### config.mk
export PLATFORM = sky130hd
export DESIGN_NAME = prio_q_kv_flat
export DESIGN_NICKNAME = d
export VERILOG_FILES = /design/src/rtl/prio_q_kv_if.sv /design/src/rtl/prio_q_kv.sv /design/src/flat_wrapper.sv
export SDC_FILE = /design/constraint.sdc
export NUM_CORES = 1
export LEC_CHECK = 0
export ABC_AREA = 1
export ABC_CLOCK_PERIOD_IN_PS = 2900
export CAP_MARGIN = 25
export CORE_UTILIZATION = 30
export DETAILED_ROUTE_END_ITERATION = 6
export PLACE_DENSITY = 0.55
export SYNTH_ARGS = -nofsm -noshare
export SYNTH_HDL_FRONTEND = slang
export SYNTH_SLANG_ARGS = --single-unit
### constraint.sdc
create_clock -name CLK -period 2.9 [get_ports CLK]
set_clock_uncertainty 0.05 [all_clocks]
set_input_delay 0.725 -clock CLK [delete_from_list [all_inputs] [get_ports CLK]]
set_output_delay 0.725 -clock CLK [all_outputs]
set_load 0.02 [all_outputs]
### src/rtl/prio_q_kv_if.sv
// prio_q_kv_if: bundles the command and status signals of the prio_q_kv
// sorted priority queue.
//   master modport (queue user): drives enq, deq, inp_key, inp_pay, clr_err;
//                                observes out_key, out_pay, out_valid, count,
//                                full, empty, err_ovf, err_udf.
//   slave modport (the queue):   the mirror image of master.
interface prio_q_kv_if #(
  parameter int KEY_W      = 16,
  parameter int PAY_W      = 16,
  parameter int DEPTH_LOG2 = 3
);
  logic                  enq;
  logic                  deq;
  logic                  clr_err;
  logic [KEY_W-1:0]      inp_key;
  logic [PAY_W-1:0]      inp_pay;
  logic [KEY_W-1:0]      out_key;
  logic [PAY_W-1:0]      out_pay;
  logic                  out_valid;
  logic [DEPTH_LOG2:0]   count;
  logic                  full;
  logic                  empty;
  logic                  err_ovf;
  logic                  err_udf;

  modport master (
    output enq, deq, clr_err, inp_key, inp_pay,
    input  out_key, out_pay, out_valid, count, full, empty, err_ovf, err_udf
  );

  modport slave (
    input  enq, deq, clr_err, inp_key, inp_pay,
    output out_key, out_pay, out_valid, count, full, empty, err_ovf, err_udf
  );
endinterface

### src/rtl/prio_q_kv.sv
// prio_q_kv: min-priority queue of (key, payload) pairs held in a sorted
// register array. slot[0] always holds the smallest key and drives the head
// outputs directly. Equal keys leave in arrival order.
// Ports:
//   CLK    - rising-edge clock
//   rst_n  - asynchronous active-low reset, clears all contents and flags
//   bus    - prio_q_kv_if.slave: enq/deq/clr_err commands, inp_key/inp_pay
//            insert data, out_key/out_pay/out_valid head, count/full/empty
//            status, sticky err_ovf/err_udf flags
module prio_q_kv #(
  parameter int KEY_W      = 16,
  parameter int PAY_W      = 16,
  parameter int DEPTH_LOG2 = 3
) (
  input  logic        CLK,
  input  logic        rst_n,
  prio_q_kv_if.slave  bus
);
  localparam int DEPTH = 1 << DEPTH_LOG2;
  localparam int CNT_W = DEPTH_LOG2 + 1;

  logic [KEY_W-1:0] key_q    [DEPTH];
  logic [KEY_W-1:0] key_d    [DEPTH];
  logic [KEY_W-1:0] base_key [DEPTH];
  logic [PAY_W-1:0] pay_q    [DEPTH];
  logic [PAY_W-1:0] pay_d    [DEPTH];
  logic [PAY_W-1:0] base_pay [DEPTH];
  logic [DEPTH-1:0] vld_q;
  logic [DEPTH-1:0] vld_d;
  logic [DEPTH-1:0] base_vld;
  logic [DEPTH-1:0] le;
  logic [DEPTH-1:0] take_new;
  logic [DEPTH-1:0] take_prev;

  logic [CNT_W-1:0] count_q;
  logic [CNT_W-1:0] count_d;
  logic             err_ovf_q;
  logic             err_ovf_d;
  logic             err_udf_q;
  logic             err_udf_d;

  logic full_w;
  logic empty_w;
  logic do_enq;
  logic do_deq;
  logic ovf_set;
  logic udf_set;

  assign full_w  = (count_q == CNT_W'(DEPTH));
  assign empty_w = (count_q == '0);

  // A deq frees the slot an enq needs, so a full queue still accepts a
  // simultaneous enq+deq. A deq on an empty queue is ignored.
  assign do_deq  = bus.deq && !empty_w;
  assign do_enq  = bus.enq && (!full_w || bus.deq);
  assign ovf_set = bus.enq && full_w && !bus.deq;
  assign udf_set = bus.deq && empty_w;

  assign count_d   = count_q + CNT_W'(do_enq) - CNT_W'(do_deq);
  // A same-cycle error event wins over the clear.
  assign err_ovf_d = ovf_set || (err_ovf_q && !bus.clr_err);
  assign err_udf_d = udf_set || (err_udf_q && !bus.clr_err);

  // Two-stage update per slot: first the optional shift-down for deq
  // (base_*), then the insertion into that base array. Empty slots are kept
  // at zero so the head reads 0 whenever the queue is empty.
  for (genvar gi = 0; gi < DEPTH; gi++) begin : g_slot
    if (gi < DEPTH - 1) begin : g_base_mid
      assign base_key[gi] = do_deq ? key_q[gi+1] : key_q[gi];
      assign base_pay[gi] = do_deq ? pay_q[gi+1] : pay_q[gi];
      assign base_vld[gi] = do_deq ? vld_q[gi+1] : vld_q[gi];
    end else begin : g_base_top
      assign base_key[gi] = do_deq ? '0 : key_q[gi];
      assign base_pay[gi] = do_deq ? '0 : pay_q[gi];
      assign base_vld[gi] = do_deq ? 1'b0 : vld_q[gi];
    end

    // Entries with key <= new key stay in place; the new entry lands just
    // after the last of them, which keeps equal keys in FIFO order. Since
    // the array is sorted, le is a run of ones starting at slot 0.
    assign le[gi] = base_vld[gi] && (base_key[gi] <= bus.inp_key);

    if (gi == 0) begin : g_ins_head
      assign take_new[gi]  = do_enq && !le[gi];
      assign take_prev[gi] = 1'b0;
      assign key_d[gi] = take_new[gi] ? bus.inp_key : base_key[gi];
      assign pay_d[gi] = take_new[gi] ? bus.inp_pay : base_pay[gi];
      assign vld_d[gi] = take_new[gi] | base_vld[gi];
    end else begin : g_ins_body
      assign take_new[gi]  = do_enq && !le[gi] && le[gi-1];
      assign take_prev[gi] = do_enq && !le[gi] && !le[gi-1];
      assign key_d[gi] = take_new[gi]  ? bus.inp_key    :
                         take_prev[gi] ? base_key[gi-1] : base_key[gi];
      assign pay_d[gi] = take_new[gi]  ? bus.inp_pay    :
                         take_prev[gi] ? base_pay[gi-1] : base_pay[gi];
      assign vld_d[gi] = take_new[gi]  ? 1'b1           :
                         take_prev[gi] ? base_vld[gi-1] : base_vld[gi];
    end
  end

  always_ff @(posedge CLK or negedge rst_n) begin
    if (!rst_n) begin
      for (int i = 0; i < DEPTH; i++) begin
        key_q[i] <= '0;
        pay_q[i] <= '0;
      end
      vld_q     <= '0;
      count_q   <= '0;
      err_ovf_q <= 1'b0;
      err_udf_q <= 1'b0;
    end else begin
      for (int i = 0; i < DEPTH; i++) begin
        key_q[i] <= key_d[i];
        pay_q[i] <= pay_d[i];
      end
      vld_q     <= vld_d;
      count_q   <= count_d;
      err_ovf_q <= err_ovf_d;
      err_udf_q <= err_udf_d;
    end
  end

  assign bus.out_key   = key_q[0];
  assign bus.out_pay   = pay_q[0];
  assign bus.out_valid = vld_q[0];
  assign bus.count     = count_q;
  assign bus.full      = full_w;
  assign bus.empty     = empty_w;
  assign bus.err_ovf   = err_ovf_q;
  assign bus.err_udf   = err_udf_q;
endmodule

### src/flat_wrapper.sv
// flat-port wrapper written by rule: the top's interface ports become plain ports
module prio_q_kv_flat 
#(
  parameter int KEY_W      = 16,
  parameter int PAY_W      = 16,
  parameter int DEPTH_LOG2 = 3
)
  (CLK, rst_n, bus_enq, bus_deq, bus_clr_err, bus_inp_key, bus_inp_pay, bus_out_key, bus_out_pay, bus_out_valid, bus_count, bus_full, bus_empty, bus_err_ovf, bus_err_udf);
  prio_q_kv_if #(.KEY_W(KEY_W), .PAY_W(PAY_W), .DEPTH_LOG2(DEPTH_LOG2)) bus_i ();
  input  logic CLK;
  input  logic rst_n;
  input wire logic [$bits(bus_i.enq)-1:0] bus_enq;
  input wire logic [$bits(bus_i.deq)-1:0] bus_deq;
  input wire logic [$bits(bus_i.clr_err)-1:0] bus_clr_err;
  input wire logic [$bits(bus_i.inp_key)-1:0] bus_inp_key;
  input wire logic [$bits(bus_i.inp_pay)-1:0] bus_inp_pay;
  output wire logic [$bits(bus_i.out_key)-1:0] bus_out_key;
  output wire logic [$bits(bus_i.out_pay)-1:0] bus_out_pay;
  output wire logic [$bits(bus_i.out_valid)-1:0] bus_out_valid;
  output wire logic [$bits(bus_i.count)-1:0] bus_count;
  output wire logic [$bits(bus_i.full)-1:0] bus_full;
  output wire logic [$bits(bus_i.empty)-1:0] bus_empty;
  output wire logic [$bits(bus_i.err_ovf)-1:0] bus_err_ovf;
  output wire logic [$bits(bus_i.err_udf)-1:0] bus_err_udf;
  assign bus_i.enq = bus_enq;
  assign bus_i.deq = bus_deq;
  assign bus_i.clr_err = bus_clr_err;
  assign bus_i.inp_key = bus_inp_key;
  assign bus_i.inp_pay = bus_inp_pay;
  assign bus_out_key = bus_i.out_key;
  assign bus_out_pay = bus_i.out_pay;
  assign bus_out_valid = bus_i.out_valid;
  assign bus_count = bus_i.count;
  assign bus_full = bus_i.full;
  assign bus_empty = bus_i.empty;
  assign bus_err_ovf = bus_i.err_ovf;
  assign bus_err_udf = bus_i.err_udf;
  prio_q_kv #(.KEY_W(KEY_W), .PAY_W(PAY_W), .DEPTH_LOG2(DEPTH_LOG2)) u_core (.CLK(CLK), .rst_n(rst_n), .bus(bus_i));
endmodule
; After elaboration in Yosys (flattened, before gate mapping)
; Index checks and enable logic that the tools add are counted.
[word_totals]
register_bits = 270
inputBits = 37
output_inout_bits = 41
[classes]
add_sub_neg = 2
order_cmp = 8
eq_ne = 1
mux = 68
n_bitwise = 1
reduce_logical = 54
[ops]
columns = op, count
row1 = two-way mux 16 bit, 46
row2 = <= comparator 16 bit, 8
row3 = logical AND 1 bit, 37
row4 = two-way mux 1 bit, 22
row5 = logical NOT 1 bit, 12
row6 = adder 4 x 1 -> 4 bit, 1
row7 = "equality test 4 bit, second input constant", 1
row8 = logical NOT 4 bit, 1
row9 = subtractor 4 x 1 -> 4 bit, 1
row10 = logical OR 1 bit, 3
row11 = nonzero test 3 bit, 1
row12 = OR 1 bit, 1

; Depth between registers and ports, before layout
; Gate-level depths: netlist of run 1.
[depth]
depth_word = 11
mapped_depth = 26

; Worst setup path before layout of run 1
; No wires, ideal clock.
[synth_path]
path_type = register to register
from = register u_core.count_q[2] (netlist: u_core.bus.count[2])
to = register u_core.key_q[10] in the netlist's numbering
t_arrival_ps = 3124
setup_slack_ps = -399
path_stages_with_launch = 22
path_buffers = 3
period_less_slack_ps = 3299
path_cell_list = dfrtp_1 > inv_1 > ha_1 > nand3_4 > nand2_4 > inv_4 > clkbuf_1 > clkbuf_1 > nor2_1 > ha_1 > nand2_1 > nor2_1 > nand4_1 > inv_1 > nand2_1 > nand2_1 > nand2_1 > a21oi_1 > nand2_1 > buf_2 > nor2_1 > a21oi_1
[synth_rtl]
columns = element, line_no
row1 = start: declaration, prio_q_kv.sv:35  ; logic [CNT_W-1:0] count_q;
row2 = start signal: assignment, prio_q_kv.sv:117  ; count_q <= count_d;
row3 = end signal: indexed assignment, prio_q_kv.sv:113  ; key_q[i] <= key_d[i];
row4 = end: declaration, prio_q_kv.sv:22  ; logic [KEY_W-1:0] key_q [DEPTH];

==> results of run 1 <==
-- sequential cells by signal, indices dropped and copies added (netlist names) --
| name | flops |
|---|---|
| u_core.key_q | 112 |
| u_core.pay_q | 112 |
| u_core.bus.out_key | 16 |
| u_core.bus.out_pay | 16 |
| u_core.vld_q | 8 |
| u_core.bus.count | 4 |
| u_core.bus.err_ovf | 1 |
| u_core.bus.err_udf | 1 |
-- cell type report --
cell class                 count  area, um^2
timing repair buffer         468        4870
inverter                     287        1120
fill                        6262       36000
sequential                   270        6760
tap                          837        1050
clock inverter                 2        10.0
multi-input combinational   1957       10800
clock buffer                  58        1100
-- how the worst max path moves through the flow --
stage	endpoint	from	cells after the start
floorplan	u_core.key_q[37]	u_core.bus.count[2]	25
global placement	u_core.pay_q[40]	bus_deq	21
detailed placement	u_core.pay_q[40]	bus_deq	21
CTS	u_core.pay_q[6]	u_core.bus.count[2]	28
global route	u_core.pay_q[25]	u_core.bus.count[3]	23
finish	u_core.pay_q[19]	u_core.bus.count[2]	21
-- Yosys cell counts (all sizes together) --
master and number:
ha 134, o211ai 18, a31oi 1, fa 1
clkinv 1, clkbuf 49, o21bai 1, nand4 20
nor2 118, a21oi 99, a21boi 1, nor3 7
buf 145, a21o 9, mux2i 14, o21a 2
or2 32, o22ai 3, o21ai 349, dfrtp 270
nand2 954, xnor2 2, inv 286, nand3 189
nand3b 1, nor3b 1
-- power breakdown --
group,switching [mW],internal (mW)
combinational,9.55,8.05
clock,1.74,2.58
sequential,0.900,5.64
total,12.2,16.3
-- worst max-delay path, cell delays in order, from the launching register on --
cell and delay (ns):
dfrtp_2 0.40, inv_2 0.07, ha_4 0.13, nand3_4 0.09, nand2_8 0.16, inv_12 0.07, buf_4 0.16, nand2_2 0.05
o21ai_2 0.06, ha_1 0.31, buf_4 0.15, a21oi_2 0.14, nand2_2 0.07, a21oi_2 0.16, nand2_2 0.10, nand2_4 0.09
nand2_4 0.08, buf_4 0.15, nor2_4 0.25, clkbuf_16 0.25, nand2_2 0.06, nand3_2 0.07
-- cell families after synthesis --
logic type      count (synthesis)
compound gates                483
xor+xnor                        2
fa+ha+maj                     135
mux                            14
buf+inv                       481
flops                         270
simple gates                 1322
-- through the flow --
stage	setup TNS (ns)	cell area, um^2	setup slack (ns)	hold WS, ns	util, %
2_1_floorplan	-3.82	19100	-0.0557	0.379	-
3_3_place_gp	-275.31	22400	-1.19	0.465	36.3
3_5_place_dp	-277.71	22400	-1.23	0.472	36.3
4_1_cts	-63.05	24900	-0.323	0.0815	40.3
5_1_grt	-110.43	25700	-0.533	0.0848	41.6
6_report	-59.54	25700	-0.345	0.0678	41.6
-- routing by layer --
metal,GRT usage [%],vias to the layer above,wire [um]
met3,2.55,83,2700
met4,4.74,6,1320
met1,27.1,8154,29800
li1,-,9309,-
met2,31.2,379,29300
met5,0,-,40
-- repair_timing --
action | 4_1_cts | 5_1_grt
resized for setup | 162 | 170
setup buffers | 55 | 17
pin swaps | 44 | 61
gates cloned | 14 | 8
setup endpoints to repair | 264 | 264
hold endpoints to repair | 0 | 0
==> impl_metrics.json, run 1 <==
{
  "p_total_mw": 28.5,
  "post-place-cells": 3730,
  "max_slew_margin_pct": 52.4,
  "setup_violations": 264,
  "clk_latency_ns": 0.55,
  "vias_per_cell": 4.62,
  "min_path_type": "input port to asynchronous set/reset pin",
  "gp_congestion": 0.886,
  "finalNetCount": 3191,
  "cp_max_fo": 11,
  "min_period_over_period_pct": 112,
  "yosys.area.top_type": "dfrtp_1",
  "synthesis.area_um2": 18700,
  "synth_compound_area_share_pct": 13.5,
  "r2r_slack_ns": -0.34,
  "hold_viol": 0,
  "synthXorXnorAreaFrac_pct": 0.0935,
  "grt_pass1_vias": 17300,
  "htree_levels": 2,
  "crit_required_ns": 3.32,
  "clockBufferDepth": 3,
  "crit_type": "flop to flop",
  "netlist_instances": 2707,
  "die_area_um2": 63400,
  "synthAdderAreaFrac_pct": 9.06,
  "maxCapViolations": 0,
  "slew_viol_final": 0,
  "start_util_pct": 30.3,
  "worstReg2RegEnd": "u_core.pay_q[19]",
  "route.detailed.drc": 0,
  "io_buffers": 77,
  "clk_pin_slew_ns": 0.06,
  "synth_top_family_by_area": "simple AND/OR/NAND/NOR gates",
  "num_io_pins": 78,
  "p_leak_nw": 12.9,
  "status": "finished, violations left",
  "cts.sink_count": 270,
  "grtUsageTotal_pct": 19.3,
  "overflow": 0,
  "fmax_mhz": 308,
  "ys_seq_area_share_pct": 36.1,
  "period_needed_ns": 3.24,
  "die_height_um": 252,
  "core-area_um2": 61700,
  "arrival_ns": 3.66,
  "syn_area_per_cell_um2": 6.92,
  "wl_per_cell_um": 16.3,
  "die_x_um": 252,
  "grt_pass1_wl_um": 97100,
  "cts_made_buffers": 35,
  "synth_cell_type_count": 44,
  "antenna_found_initial": 3,
  "dp_hpwl_um": 44900,
  "drt_iter0_drc": 1136,
  "synth_fp_nets": 2879,
  "synth_top_area_share_pct": 36.1,
  "power-per-cell-area_nw_per_um2": 1110,
  "cts-root-buf": "clkbuf_16",
  "wirelength_um": 63200,
  "final_common_cell": "nand2_1",
  "drive_above_1_share_pct": 23.1,
  "final_antenna_net_count": 0,
  "grt_start_max_net_pins": 101,
  "worstRegToRegCells": 21,
  "ys_ff_latch": 270,
  "critPathLaunchType": "flop",
  "cts_tree": "yes",
  "syn_to_final_growth_pct": 37.1,
  "fin_cells": 3879,
  "rsz0062_at_grt": "yes",
  "final_cell_mix": "nand2_1 (882), buf_4 (289), inv_1 (271)",
  "routed-via-count": 17900,
  "fin_ws_ns": -0.345,
  "cts_hold_buf": 0,
  "synth.mux.area_fraction_pct": 0.748,
  "yosys.area_share.simple_pct": 29.2,
  "drt_pass1_iterations": 7,
  "timing.rr.start": "u_core.bus.count[2]",
  "rows": 91,
  "irDropWorstVdd_v": 0.000401,
  "worstMarginPinSlew_ns": 0.714,
  "yosysWarnings": 0,
  "antennaDiodeCount": 0,
  "crit_path_end_kind": "flop",
  "synth.area.top_cells": "dfrtp_1 (36%), nand2_1 (19%), ha_1 (9.0%)",
  "failed_checks": "negative setup slack"
}
Note: power is estimated with default switching activity, not from simulation.
==> run 2, diff against run 1 <==
--- a/config.mk
+++ b/config.mk
@@ -10,7 +10,6 @@
 export CAP_MARGIN = 25
 export CORE_UTILIZATION = 30
 export DETAILED_ROUTE_END_ITERATION = 6
-export PLACE_DENSITY = 0.55
 export SYNTH_ARGS = -nofsm -noshare
 export SYNTH_HDL_FRONTEND = slang
 export SYNTH_SLANG_ARGS = --single-unit
==> run 2 against run 1 <==
  * The run still ends with negative setup slack left
  * Wire length shrank 7.8%
  * Via count shrank 1.4%
  * Critical path type unchanged
  * Hold slack gained 0.046 ns
  * Clock power shrank 2%
  * Sequential power is essentially flat
  * Flip-flop and latch count is the same
==> impl_metrics.json, run 2 (synthesis results as in run 1) <==
{
  "crit_type": "flop to flop",
  "worstRegToRegCells": 19,
  "die_height_um": 252,
  "slew_viol_final": 0,
  "drt_pass1_iterations": 5,
  "io_buffers": 77,
  "failed_checks": "negative setup slack",
  "arrival_ns": 3.57,
  "min_period_over_period_pct": 109,
  "p_leak_nw": 12.4,
  "post-place-cells": 3722,
  "cts_tree": "yes",
  "antenna_found_initial": 3,
  "worstReg2RegEnd": "u_core.key_q[30]",
  "core-area_um2": 61700,
  "maxCapViolations": 0,
  "finalNetCount": 3128,
  "wirelength_um": 58300,
  "grt-busiest-layer": "met2",
  "clk_pin_slew_ns": 0.06,
  "max_slew_margin_pct": 56.6,
  "fmax_mhz": 316,
  "final_antenna_net_count": 0,
  "cts.sink_count": 270,
  "power_frac_comb_pct": 60.0,
  "crit_path_end_kind": "flop",
  "intPower_mw": 15.3,
  "worst_path_largest_cell_delay_ns": 0.40,
  "grt_pass1_vias": 17400,
  "die_area_um2": 63400,
  "final_cell_mix": "nand2_1 (911), inv_1 (272), dfrtp_1 (267)",
  "r2r_slack_ns": -0.27,
  "htree_levels": 2,
  "met3_usage_pct": 1.88,
  "cts-root-buf": "clkbuf_16",
  "crit_required_ns": 3.31,
  "clockBufferDepth": 3,
  "critPathSlowestCell": "dfrtp_2",
  "rsz0062_at_grt": "yes",
  "power.share.sequential_pct": 24.3,
  "rows": 91,
  "die_x_um": 252,
  "final_common_cell": "nand2_1",
  "worstMarginPinSlew_ns": 0.652,
  "hold_viol": 0,
  "power-per-cell-area_nw_per_um2": 1090,
  "fin_ws_ns": -0.267,
  "cts_hold_buf": 0,
  "route.detailed.drc": 0,
  "clk_latency_ns": 0.53,
  "gp_congestion": 0.876,
  "p_switching_mw": 11.5,
  "fin_cells": 3819,
  "syn_to_final_growth_pct": 31.5,
  "routed-via-count": 17700,
  "design_area_um2": 24600,
  "irDropWorstVdd_v": 0.000430,
  "setup_violations": 258,
  "sw_frac_of_total_pct": 42.9,
  "cp_max_fo": 8,
  "dp_hpwl_um": 42500,
  "vias_per_cell": 4.63,
  "overflow": 0,
  "met1_usage_pct": 25.0,
  "postPlaceCellArea_um2": 22400,
  "wl_per_cell_um": 15.3,
  "min_path_type": "input port to asynchronous set/reset pin",
  "grt_start_max_net_pins": 66,
  "drt_iter0_drc": 1220,
  "period_needed_ns": 3.17,
  "num_io_pins": 78,
  "grt_pass1_wl_um": 92800,
  "critPathLaunchType": "flop",
  "drive_above_1_share_pct": 19.2,
  "largestRegisters": "u_core.key_q (112), u_core.pay_q (112)",
  "crit_path_cell_trace": "inv_2 -> ha_4 -> nand3_4 -> nand2_8 -> buf_12 -> buf_12 -> buf_4 -> o21ai_0 -> ha_1 -> nand2_2 -> nor3_2 -> nand3_1 -> nand2_2 -> nand2_4 -> nor2_4 -> buf_4 -> clkbuf_16 -> nand2_1 -> nand3_1",
  "cts_made_buffers": 34,
  "timing.rr.start": "u_core.bus.count[3]",
  "grtUsageTotal_pct": 18.0,
  "start_util_pct": 30.3,
  "grtUsageMet2_pct": 29.3,
  "status": "finished, violations left",
  "clkPwrFrac_pct": 15.8
}
run 2: metal layers:
metal	part of all wire, %	routed length [um]
met4	2.7	1580
met2	46	26600
met5	0.022	13
met3	4.2	2450
met1	47	27600
run 2: power by group through the flow:
| stage | logic [mW] | registers (mW) | clock network (mW) |
|---|---|---|---|
| detailed placement | 14.6 | 6.55 | 0 |
| global route | 18.1 | 6.70 | 4.47 |
| global placement | 14.4 | 6.50 | 0 |
| CTS | 15.3 | 6.50 | 4.33 |
| floorplan | 9.73 | 6.29 | 0 |
| finish | 16.1 | 6.52 | 4.24 |
run 2: how the worst max path moves through the flow:
stage                     slack, ns  cells past startpoint                to                start
after detailed placement      -0.94                     15  u_core.key_q[89]              bus_deq
after global routing          -0.47                     21  u_core.key_q[39]  u_core.bus.count[3]
after floorplan               -0.06                     25  u_core.key_q[37]  u_core.bus.count[2]
after CTS                     -0.26                     21  u_core.key_q[28]  u_core.bus.count[3]
final                         -0.27                     19  u_core.key_q[30]  u_core.bus.count[3]
after global placement        -0.96                     15  u_core.key_q[85]              bus_deq
run 2: worst max-delay path, delay by kind of cell, from the launching register on:
family,cells,cell delay (ns)
flops,1,0.40
simple gates,10,1.24
compound gates,1,0.13
fa+ha+maj,2,0.45
buf+inv,6,0.83
run 2: timing repair:
| action | in CTS | in global routing |
|---|---|---|
| endpoints found under the setup margin | 265 | 264 |
| pin swaps | 12 | 22 |
| resized for setup | 67 | 110 |
| setup buffers | 13 | 10 |
| gates cloned | 5 | 7 |
run 2: area by class of cell:
cell class,instances,area [um^2]
Timing Repair Buffer,407,4180
Sequential cell,270,6760
Fill cell,6358,37100
Clock inverter,7,37.5
Clock buffer,53,1080
Multi-Input combinational cell,1956,10400
Antenna cell,2,5.00
Tap cell,837,1050
Inverter,287,1100
run 2: per-stage QoR:
step | hold slack, ns | total power [mW] | setup TNS (ns) | utilization (%) | worst slack, ns
floorplan | 0.379 | 16.0 | -3.82 | - | -0.0557
global placement | 0.465 | 20.9 | -231.56 | 36.3 | -0.955
detailed placement | 0.472 | 21.2 | -232.52 | 36.3 | -0.941
CTS | 0.136 | 26.2 | -45.89 | 39.0 | -0.261
global route | 0.156 | 29.2 | -93.33 | 39.9 | -0.465
finish | 0.114 | 26.9 | -40.65 | 39.9 | -0.267
==> run 3, diff against run 2 <==
--- a/config.mk
+++ b/config.mk
@@ -9,6 +9,7 @@
 export ABC_CLOCK_PERIOD_IN_PS = 2900
 export CAP_MARGIN = 25
 export CORE_UTILIZATION = 30
+export CTS_CLUSTER_DIAMETER = 40
 export DETAILED_ROUTE_END_ITERATION = 6
 export SYNTH_ARGS = -nofsm -noshare
 export SYNTH_HDL_FRONTEND = slang
==> run 3 against run 2 <==
  * The flow still finishes with violations (negative setup slack)
  * Setup slack lost 0.0080 ns
  * Count of clock-buffer cells in the layout grew 8
  * Via count grew 2.2%
  * Critical path type unchanged
  * Hold slack lost 0.028 ns
  * Flip-flop and latch count is the same
  * Cell area grew 4.8%
  * Highest routed layer unchanged
  * Sequential share of layout area shrank 1.3 points
  * Wire length grew 3.2%
  * Cell count grew 1.4%
  * Register-to-register slack is essentially flat
  * Non-clock buffer count grew 27
==> impl_metrics.json, run 3 (synthesis results as in run 1) <==
{
  "status": "finished, violations left",
  "failed_checks": "negative setup slack",
  "finalNetCount": 3168,
  "cp_max_fo": 7,
  "clkPwrFrac_pct": 19.8,
  "overflow": 0,
  "clockBufferDepth": 3,
  "crit_type": "flop to flop",
  "irDropWorstVdd_v": 0.000440,
  "min_path_type": "input port to asynchronous set/reset pin",
  "grt_pass1_vias": 17700,
  "power_frac_comb_pct": 57.8,
  "gp_congestion": 0.876,
  "clk_pin_slew_ns": 0.06,
  "die_height_um": 252,
  "slew_viol_final": 0,
  "final_cell_mix": "nand2_1 (896), inv_1 (271), dfrtp_1 (267)",
  "largestRegisters": "u_core.key_q (112), u_core.pay_q (112)",
  "antenna_found_initial": 2,
  "core-area_um2": 61700,
  "setup_violations": 262,
  "grtUsageTotal_pct": 18.3,
  "fmax_mhz": 315,
  "grt_start_max_net_pins": 66,
  "worstMarginPinSlew_ns": 0.657,
  "cts.sink_count": 270,
  "wirelength_um": 60100,
  "cts_hold_buf": 0,
  "cts_tree": "yes",
  "crit_required_ns": 3.28,
  "grt_pass1_wl_um": 94600,
  "maxCapViolations": 0,
  "final.setup.tns_ns": -46.42,
  "die_x_um": 252,
  "drt_iter0_drc": 1135,
  "cts_made_buffers": 46,
  "cts-root-buf": "clkbuf_16",
  "p_switching_mw": 12.2,
  "rsz0062_at_grt": "yes",
  "num_io_pins": 78,
  "power.share.sequential_pct": 22.4,
  "rows": 91,
  "die_area_um2": 63400,
  "wl_per_cell_um": 15.5,
  "dp_hpwl_um": 42500,
  "min_period_over_period_pct": 109,
  "sw_frac_of_total_pct": 41.8,
  "crit_path_end_kind": "flop",
  "io_buffers": 77,
  "power-per-cell-area_nw_per_um2": 1130,
  "routed-via-count": 18100,
  "critPathLaunchType": "flop",
  "period_needed_ns": 3.18,
  "clk_latency_ns": 0.56,
  "post-place-cells": 3722,
  "fin_ws_ns": -0.275,
  "max_slew_margin_pct": 56.2,
  "drive_above_1_share_pct": 22.8,
  "arrival_ns": 3.56,
  "start_util_pct": 30.3,
  "final_antenna_net_count": 0,
  "vias_per_cell": 4.67,
  "htree_levels": 2,
  "route.detailed.drc": 0,
  "final_common_cell": "nand2_1",
  "p_leak_nw": 12.9,
  "drt_pass1_iterations": 5,
  "hold_viol": 0,
  "fin_cells": 3871,
  "syn_to_final_growth_pct": 37.8,
  "intPower_mw": 17.0
}
==> run 3: final timing paths <==
| check | slack, ns | cells past startpoint | startpoint | endpoint |
|---|---|---|---|---|
| min | 0.09 | 1 | rst_n | u_core.bus.out_pay[0] |
| min reg2reg | 0.48 | 2 | u_core.pay_q[14] | u_core.pay_q[14] |
| max reg2reg | -0.28 | 21 | u_core.bus.count[3] | u_core.key_q[43] |
| min in group CLK | 0.48 | 2 | u_core.pay_q[14] | u_core.pay_q[14] |
| max in group asynchronous | 1.95 | 2 | rst_n | u_core.key_q[79] |
| max | -0.28 | 21 | u_core.bus.count[3] | u_core.key_q[43] |
==> run 3: layer usage <==
metal	vias up	global-route usage, %	routed length, um
met2	398	30.4	27800
li1	9288	-	-
met4	2	5.47	1670
met1	8298	25.1	28300
met5	-	0	13
met3	92	2.04	2360
==> run 3: what timing repair did <==
| item | CTS | global route |
|---|---|---|
| resized for setup | 120 | 186 |
| pin swaps | 37 | 59 |
| setup endpoints to repair | 265 | 264 |
| hold endpoints to repair | 0 | 0 |
| cloned | 8 | 7 |
| buffers inserted | 38 | 10 |
==> run 3: layout make-up <==
type	instances	area (um^2)
fill	6218	35900
multi-input combinational	1956	10800
sequential	270	6760
timing repair buffer	434	4480
clock buffer	61	1270
inverter	287	1100
tap	837	1050
clock inverter	24	354
timing repair inverter	1	8.76
antenna	1	2.50
==> run 3: stage by stage <==
stage,area [um^2],util (%),setup WS [ns],power [mW],hold slack (ns)
floorplan,19100,-,-0.0557,16.0,0.379
detailed placement,22400,36.3,-0.941,21.2,0.472
global route,25800,41.8,-0.464,31.6,0.126
global placement,22400,36.3,-0.955,20.9,0.465
CTS,24900,40.4,-0.250,28.2,0.0933
finish,25800,41.8,-0.275,29.2,0.0859
==> run 3: power groups by stage <==
stage / combinational, mW / clock (mW) / sequential (mW)
5_1_grt: 18.8 / 6.04 / 6.72
4_1_cts: 15.8 / 5.88 / 6.50
2_1_floorplan: 9.73 / 0 / 6.29
6_report: 16.9 / 5.78 / 6.54
3_3_place_gp: 14.4 / 0 / 6.50
3_5_place_dp: 14.6 / 0 / 6.55
==> run 3: worst max-delay path: stages, from the launching register on <==
cell and delay (ns):
dfrtp_2 0.40, inv_2 0.07, ha_4 0.14, nand3_4 0.09
nand2_8 0.18, buf_12 0.14, buf_12 0.13, buf_6 0.11
nand2_1 0.05, nand2_1 0.08, ha_1 0.24, a21o_1 0.17
nor2_2 0.17, nand2_1 0.07, nand2_1 0.07, nand2_2 0.09
a21oi_4 0.25, nand3_4 0.14, buf_6 0.15, buf_12 0.14
nor2_2 0.08, a21oi_1 0.05
==> RTL edit (settings of run 2) <==
Compare `count_q` against `CNT_W'(DEPTH)` with >= in place of ==.
--- a/src/rtl/prio_q_kv.sv
+++ b/src/rtl/prio_q_kv.sv
@@ -48,3 +48,3 @@
 
-  assign full_w  = (count_q == CNT_W'(DEPTH));
+  assign full_w  = (count_q >= CNT_W'(DEPTH));
   assign empty_w = (count_q == '0);
Behaviour: no difference found for any inputs over 4 cycles, from zero or initial values and one cycle with rst_n low; that may be too few to reach the edited logic, so the function may still have changed.
==> RTL edit against run 2 <==
- the flow still finishes with violations (negative setup slack)
- cell area up 2.1%
- routed wire length up 3.8%
- utilization down 0.18 points
- total power up 0.75%
- sequential cell count unchanged
- area after synthesis up 3.1%
- worst setup slack better by 12 ps
- synthesized cell count up 4.3%
- critical endpoint is now u_core.key_q[110]
- largest cell class unchanged
==> RTL edit: results (changes against run 2) <==
| Metric | Value |
|---|---|
| Leak | `12.8 nW (+3.3%)` |
| PnR worst setup slack | `-256 ps (+11.8 ps)` |
| Net Sw Frac | `0.446 (+0.0170)` |
| XOR/XNOR Fraction of Synth Area | `0.000907 (-0.0000284)` |
| Drt first pass iters | `4 (-1)` |
| Pin count of the biggest net entering global routing | `73 (+11%)` |
| Non-clk bufs | `423 (+3.9%)` |
| Via total after detailed routing | `19100 (+7.8%)` |
| Register area share after synthesis | `0.350 (-0.0109)` |
| Share of layout cells above drive strength 1 | `0.178 (-0.0140)` |
| Clk_lat worst skew | `590 ps (+60 ps)` |
| DR iter-0 viols | `995 (-18%)` |
| Failing checks | `negative setup slack` |
| Inverter count | `304 (+5.9%)` |
| Synthesized Nets | `2995 (+4.0%)` |
| Initial antenna violation count | `0 (-3)` |
| P&R area growth vs syn | `30.2%` |
| Postcts setup bufs | `10 (-3)` |
| Final setup viols | `264 (+2.3%)` |
| Met2 WL post-DR | `29.4 mm (+11%)` |
| Status | `finished with violations` |
| Wirelength, routed | `60.5 mm (+3.8%)` |
| Synth area leaders | `dfrtp_1 35%, nand2_1 20%, o21ai_0 8.8%` |
| Non-clock buffering overhead in the final layout | `0.178 (+0.00818)` |
| Clk cell area share | `0.0387 (-0.00657)` |
| CLK BUF | `47 (-11%)` |
| Average wire per standard cell | `15.3 um (+0.58%)` |
| CTS buffer count | `31 (-8.8%)` |
[RTL edit: cell count changes in the layout (fill, tap and decap cells not counted), moves of 21 or more]
| cell | change |
|---|---|
| nand2_1 | +90 |
| nand4_1 | +60 |
| a21oi_1 | -26 |
| o21ai_1 | +24 |
| nand3_1 | -21 |
[RTL edit: stage by stage]
stage                      util  TNS [ps]  hold WS (ps)
after CTS                 0.389    -47640          83.5
after floorplan               -     -9100           379
after global placement    0.366   -220580           464
after global routing      0.397    -96520          90.9
final                     0.397    -46300          61.9
after detailed placement  0.366   -231710           461
[RTL edit: critical path, stage by stage (launching register included)]
cell       delay [ps]
dfrtp_2           400
inv_2              80
ha_4              140
nand3_4            90
nand2_8           160
buf_12            160
buf_12            100
clkbuf_16         160
o21ai_1            80
ha_1              320
nand4_1           140
nor2_1            160
buf_4             150
nand2_1            60
nand2_2           100
nand2_2            70
nand2_4           100
nand2_4            80
nor2_4            140
buf_12            170
nand2_1            80
nand3_1            80
